===== src/rtl/cdb_arbiter_pkg.sv =====
// Shared CDB sizing and functional-unit numbering, also used by the ROB and reservation stations.
package cdb_arbiter_pkg;

  localparam int NUM_FU    = 8;
  localparam int CDB_WIDTH = 6;
  localparam int PR_WIDTH  = 7;

  localparam int FU_ALU0 = 0;
  localparam int FU_ALU1 = 1;
  localparam int FU_ALU2 = 2;
  localparam int FU_ALU3 = 3;
  localparam int FU_MULT = 4;
  localparam int FU_DIV  = 5;
  localparam int FU_LDST = 6;
  localparam int FU_BR   = 7;

endpackage


===== src/rtl/cdb_rr_picker.sv =====
// Rotating-priority picker: grants the first CDB_WIDTH requesters scanning from ptr,
// and reports each grantee's slot number plus the last index granted.
module cdb_rr_picker #(
  parameter int NUM_FU    = 8,
  parameter int CDB_WIDTH = 6,
  parameter int IDX_W     = 3,
  parameter int SLOT_W    = 3
) (
  input  logic [NUM_FU-1:0]             req,
  input  logic [IDX_W-1:0]              ptr,
  output logic [NUM_FU-1:0]             gnt,
  output logic [NUM_FU-1:0][SLOT_W-1:0] slot_idx,
  output logic [IDX_W-1:0]              last_idx,
  output logic                          any_gnt
);

  always_comb begin
    int cnt;
    int idx;
    gnt      = '0;
    slot_idx = '0;
    last_idx = ptr;
    cnt      = 0;
    idx      = 0;
    for (int j = 0; j < NUM_FU; j++) begin
      idx = int'(ptr) + j;
      if (idx >= NUM_FU) idx = idx - NUM_FU;
      // slot number is the grant order within the scan, so slots pack from 0
      if (req[idx] && cnt < CDB_WIDTH) begin
        gnt[idx]      = 1'b1;
        slot_idx[idx] = SLOT_W'(cnt);
        last_idx      = IDX_W'(idx);
        cnt           = cnt + 1;
      end
    end
    any_gnt = |gnt;
  end

endmodule


===== src/rtl/cdb_arbiter.sv =====
// Common data bus arbiter: same-cycle grants to FUs, registered broadcast of the
// granted tags one cycle later, packed into contiguous slots.
module cdb_arbiter
  import cdb_arbiter_pkg::*;
#(
  parameter int NUM_FU    = cdb_arbiter_pkg::NUM_FU,
  parameter int CDB_WIDTH = cdb_arbiter_pkg::CDB_WIDTH,
  parameter int PR_WIDTH  = cdb_arbiter_pkg::PR_WIDTH
) (
  input  logic                          clock,
  input  logic                          reset,
  input  logic                          flush,
  input  logic [NUM_FU-1:0]             fu_req,
  input  logic [NUM_FU*PR_WIDTH-1:0]    fu_tag,
  output logic [NUM_FU-1:0]             fu_gnt,
  output logic [CDB_WIDTH-1:0]          cdb_pr_ready,
  output logic [CDB_WIDTH*PR_WIDTH-1:0] cdb_pr_tag,
  output logic                          cdb_busy
);

  localparam int IDX_W  = (NUM_FU > 1) ? $clog2(NUM_FU) : 1;
  localparam int SLOT_W = (CDB_WIDTH > 1) ? $clog2(CDB_WIDTH) : 1;

  logic [IDX_W-1:0]                     rr_ptr;
  logic [NUM_FU-1:0]                    req_live;
  logic [NUM_FU-1:0]                    gnt;
  logic [NUM_FU-1:0][SLOT_W-1:0]        slot_idx;
  logic [IDX_W-1:0]                     last_idx;
  logic                                 any_gnt;
  logic [CDB_WIDTH-1:0]                 nxt_rdy;
  logic [CDB_WIDTH-1:0][PR_WIDTH-1:0]   nxt_tag;
  logic [NUM_FU-1:0][PR_WIDTH-1:0]      tag_arr;
  logic [CDB_WIDTH-1:0]                 rdy_q;
  logic [CDB_WIDTH-1:0][PR_WIDTH-1:0]   tag_q;

  // masking requests during reset/flush kills grants, slot loads and pointer motion at once
  assign req_live = (reset || flush) ? '0 : fu_req;
  assign tag_arr  = fu_tag;

  cdb_rr_picker #(
    .NUM_FU   (NUM_FU),
    .CDB_WIDTH(CDB_WIDTH),
    .IDX_W    (IDX_W),
    .SLOT_W   (SLOT_W)
  ) u_picker (
    .req     (req_live),
    .ptr     (rr_ptr),
    .gnt     (gnt),
    .slot_idx(slot_idx),
    .last_idx(last_idx),
    .any_gnt (any_gnt)
  );

  always_comb begin
    nxt_rdy = '0;
    nxt_tag = '0;
    for (int i = 0; i < NUM_FU; i++) begin
      if (gnt[i]) begin
        nxt_rdy[slot_idx[i]] = 1'b1;
        nxt_tag[slot_idx[i]] = tag_arr[i];
      end
    end
  end

  always_ff @(posedge clock) begin
    if (reset) begin
      rr_ptr <= '0;
      rdy_q  <= '0;
      tag_q  <= '0;
    end else begin
      rdy_q <= nxt_rdy;
      tag_q <= nxt_tag;
      if (any_gnt)
        rr_ptr <= (last_idx == IDX_W'(NUM_FU - 1)) ? '0 : last_idx + 1'b1;
    end
  end

  assign fu_gnt       = gnt;
  assign cdb_pr_ready = rdy_q;
  assign cdb_pr_tag   = tag_q;
  assign cdb_busy     = ($countones(fu_req) > CDB_WIDTH);

endmodule


===== config.mk =====
export PLATFORM = sky130hd
export DESIGN_NAME = cdb_arbiter
export DESIGN_NICKNAME = d
export VERILOG_FILES = /design/src/rtl/cdb_arbiter_pkg.sv /design/src/rtl/cdb_rr_picker.sv /design/src/rtl/cdb_arbiter.sv
export SDC_FILE = /design/constraint.sdc
export NUM_CORES = 1
export LEC_CHECK = 0
export CELL_PAD_IN_SITES_DETAIL_PLACEMENT = 1
export CELL_PAD_IN_SITES_GLOBAL_PLACEMENT = 2
export CORE_ASPECT_RATIO = 1.25
export CORE_MARGIN = 2
export CORE_UTILIZATION = 32
export DETAILED_ROUTE_END_ITERATION = 10
export PLACE_DENSITY = 0.79
export SYNTH_ARGS = -nofsm -noshare
export SYNTH_HDL_FRONTEND = slang
export SYNTH_SLANG_ARGS = --single-unit

===== constraint.sdc =====
create_clock -name clock -period 14.8 [get_ports clock]
set_input_delay 2.96 -clock clock [delete_from_list [all_inputs] [get_ports clock]]
set_output_delay 2.96 -clock clock [all_outputs]
set_load 0.05 [all_outputs]

==> summary.md <==
Synthesis produced 1240 cells. In the layout the commonest cells are 151 x nand2_1, 120 x clkdlybuf4s50_1, 106 x nor2_1, 54 x o21ai_0, 51 x dfxtp_1. At the end of routability-driven placement, the weighted congestion stood at 1.07.

The register bit count reported by yosys is 51. The core box area was 27600 um2. The run gives 1.65 mW as the switching power summed over all nets. Setup violations remaining at the end of the flow were counted as 0. Across all hold checks on the routed design, the worst slack comes to 0.760 ns. In this run the tool buffered the top-level ports with 123 buffer cells. TritonCTS built the clock tree. The post-CTS setup buffer count was 0; the antenna cell count was 0.

For the clock group share of total power, the log shows 6.0%. The tools report the number of warning messages in the yosys log as 0. The count of distinct cell types in the synthesized netlist is 105. The library cell used most frequently in the layout, excluding fill and tap cells, is nand2_1. At the end of the flow, the number of nets in the layout was 1436.

The wire length of the first global-routing pass came out at 83.4 mm. The worst pin sits at a relative slew slack of 21.3%. The proportion of synthesized chip area in sequential cells came out at 11.4%. The H-tree was split into 2 levels. Per report_power, the combinational group accounts for 86.3% of the total.

Summed over all cells, the static leakage comes to 3.79 nW. In this run the remaining antenna-violating nets after routing total 0. At the later pin of the worst-skew pair, clock insertion delay measures 0.32 ns.

By startpoint and endpoint, the worst setup path is classified as in -> out. The minimum clock period works out to 14.26 ns. Counting the buffers created by CTS gives 5. The hold violation count in the final report came out at 0. The quantity of hold-fixing buffers added after cts is 0. The slowest cell on the critical path was clkdlybuf4s50_1. The upper clock frequency limit is 70.1 MHz, and the area of the die is 29400 um2. Max-cap violations in this run came to 0. The logs give 8960 um2 for the combined area of all synthesized cells and 0 for the final number of max-transition violations. The run finished with clean final reports. In this run the worst hold path is classified as reg -> reg.

The per-cell via count in the routed design was 7.04. The per-cell routed wire length works out to 34.1 um. The switching part of the total was 63.6%; the total detailed-routing wirelength was 57.7 mm.

The tree built by TritonCTS fans out to 51 sinks. The worst-case IR drop observed on VDD is 0.112 mV. The number of nets handed over by synthesis was 1332. Of all flip-flops after synthesis, the portion carrying an async set or reset was 0%.

Dividing the final minimum period by the clock period gives 96.3%. Utilization of the core after routing: 39.3%. The initialized floorplan defines 68 standard-cell rows. The cell sitting at the root of the clock tree is a clkbuf_16. STA puts the critical path data arrival time at 11.30 ns.

At the pin with the least slew margin, the transition time is 1.15 ns. The run gives 11900 as the total number of vias. In the global route stage, overall resource usage came out at 38.3%. Entering global routing, the biggest net connects 31 pins. The first TritonRoute pass finished after 6 iterations. The share of total power dissipated in sequential elements is 7.6%. For the worst setup path, the data required time is 11.84 ns. The worst setup path is captured at a primary output. After clock tree synthesis, the clock-pin slew on the worst setup and hold paths is 0.07 ns. The via count of the first global-routing pass was 11900; the average size of a mapped cell was 7.22 um2. The power density normalized to cell area came out at 239 nW/um2. Setup repair after global routing left no endpoint under its margin. The number of buffers on the longest clock path was 2; the total negative setup slack was 0 ns.

The longest individual stage delay on the worst path is 0.88 ns. The number of antenna violations at the first check in global routing was 0; the maximum net fanout on the critical path was 13. The top-level I/O count was 124; the aggregate global routing overflow was 0. Once the clock tree was built, the resizer swapped 0 gates to a different size. Broken down by cell family, the worst path's largest delay share belongs to buffers and inverters. The fraction of final layout cells with drive strength greater than 1 works out to 10.6%. STA classifies the critical path startpoint as an input pin. The detailed router finished its first iteration with 1302 violations. The most used flip-flop cell after synthesis is dfxtp_1.

Counting flops with a built-in enable in the synthesized netlist gives 0. The vertical die dimension works out to 191 um. From left edge to right edge, the die measures 154 um. The worst setup skew after layout is 0.00941 ns, and the combined buffer and inverter count along the critical path is 7. The wire-length estimate of the detail-placed layout is 46.7 mm.

Once the floorplan was initialized, standard cells occupied 32.5% of the core. The layout-stage area growth over the synthesis result is 21.1%. The internal power summed over all cells is 0.944 mW, and the number of DRC violations after detailed routing is 0.
[cell type report]
type | count | area (um2)
Inverter | 53 | 199
Sequential cell | 51 | 1020
Multi-Input combinational cell | 1070 | 7460
Fill cell | 3486 | 16700
Tap cell | 350 | 438
Clock inverter | 3 | 67.6
Timing Repair Buffer | 163 | 1540
Clock buffer | 5 | 125
[routing by layer]
| metal | up-vias | global-route usage (%) | wire, um |
|---|---|---|---|
| met5 | - | 0 | 0 |
| met4 | 0 | 32.8 | 5890 |
| met3 | 286 | 5.71 | 3760 |
| met2 | 702 | 66.8 | 27500 |
| met1 | 5798 | 40.5 | 20600 |
| li1 | 5151 | - | - |
[per-stage QoR]
step                      cell area (um2)  total power [mW]  cells  worst slack (ns)
after floorplan                      8960              1.57   1240              2.05
after global placement              10700              2.37   1687             0.879
after detailed placement            10700              2.37   1687             0.648
after CTS                           10800              2.53   1695             0.638
after global routing                10800              2.70   1695             0.102
final                               10800              2.59   1695             0.541
[cell families after synthesis]
group | count (synthesis) | share of synthesized area [%]
and+or+nand+nor | 500 | 28.5
AOI/OAI and AO/OA | 478 | 42.5
buffers and inverters | 119 | 5.49
muxes | 54 | 7.01
DFF | 51 | 11.4
adders and majority gates | 25 | 3.83
xor gates and xnor gates | 13 | 1.27
[worst paths after layout]
kind                                start             end  slack (ns)  cells past startpoint
worst max-delay path                reset       fu_gnt[5]        0.54                     26
worst min-delay path            rr_ptr[0]       rr_ptr[0]        0.76                      3
worst max register to register  rr_ptr[1]  cdb_pr_tag[27]        3.99                     28
worst min register to register  rr_ptr[0]       rr_ptr[0]        0.76                      3
[power groups by stage]
stage	Combinational, mW	Sequential (mW)	Clock, mW
after floorplan	1.28	0.295	0
after global placement	2.17	0.200	0
after detailed placement	2.17	0.201	0
after CTS	2.18	0.198	0.156
after global routing	2.34	0.201	0.163
final	2.24	0.198	0.157
[flip-flops by register name (all words and copies together), names as in the netlist]
signal	cells
cdb_pr_ready	6
rr_ptr	3
cdb_pr_tag	42
[Yosys cell counts (all sizes together), types with 6 or more instances]
| library cell | n | share of area, % |
|---|---|---|
| nand2b | 7 | 0.49 |
| a31oi | 15 | 1.0 |
| and2 | 18 | 1.3 |
| o2111a | 9 | 1.1 |
| nand2 | 151 | 6.3 |
| nand3b | 12 | 1.0 |
| o221ai | 18 | 1.8 |
| o21a | 7 | 0.68 |
| a211o | 9 | 0.88 |
| a311o | 9 | 1.0 |
| nor4 | 30 | 2.7 |
| a311oi | 10 | 1.2 |
| o21ai | 62 | 3.6 |
| mux2i | 38 | 4.2 |
| buf | 34 | 1.9 |
| nor3 | 40 | 2.7 |
| o211ai | 21 | 1.8 |
| a2111oi | 10 | 1.6 |
| nand4 | 13 | 0.91 |
| mux4 | 6 | 1.5 |
| nor2 | 109 | 4.7 |
| nand3 | 47 | 2.8 |
| o2111ai | 17 | 1.7 |
| a21o | 7 | 0.59 |
| a31o | 11 | 1.1 |
| a22oi | 44 | 3.7 |
| nor2b | 8 | 0.56 |
| a221o | 23 | 2.6 |
| a221oi | 15 | 1.6 |
| inv | 52 | 2.2 |
| or3 | 14 | 0.99 |
| o31ai | 28 | 2.3 |
| a21oi | 52 | 3.1 |
| xnor2 | 9 | 0.88 |
| dfxtp | 51 | 11 |
| a211oi | 17 | 1.9 |
| ha | 21 | 2.9 |
| and3 | 21 | 1.5 |
| mux2 | 10 | 1.3 |
| o211a | 10 | 1.1 |
| clkbuf | 32 | 1.3 |
| a22o | 15 | 1.5 |
| or2 | 15 | 1.0 |
| o22ai | 26 | 1.8 |
[worst min-delay path: cells and delay by family, from the launching register on]
| kind | cells | cell delay [ns] |
|---|---|---|
| flops | 1 | 0.30 |
| compound gates | 1 | 0.06 |
| buf+inv | 1 | 0.24 |
| simple gates | 1 | 0.10 |
Note: power is estimated with default switching activity, not from simulation.
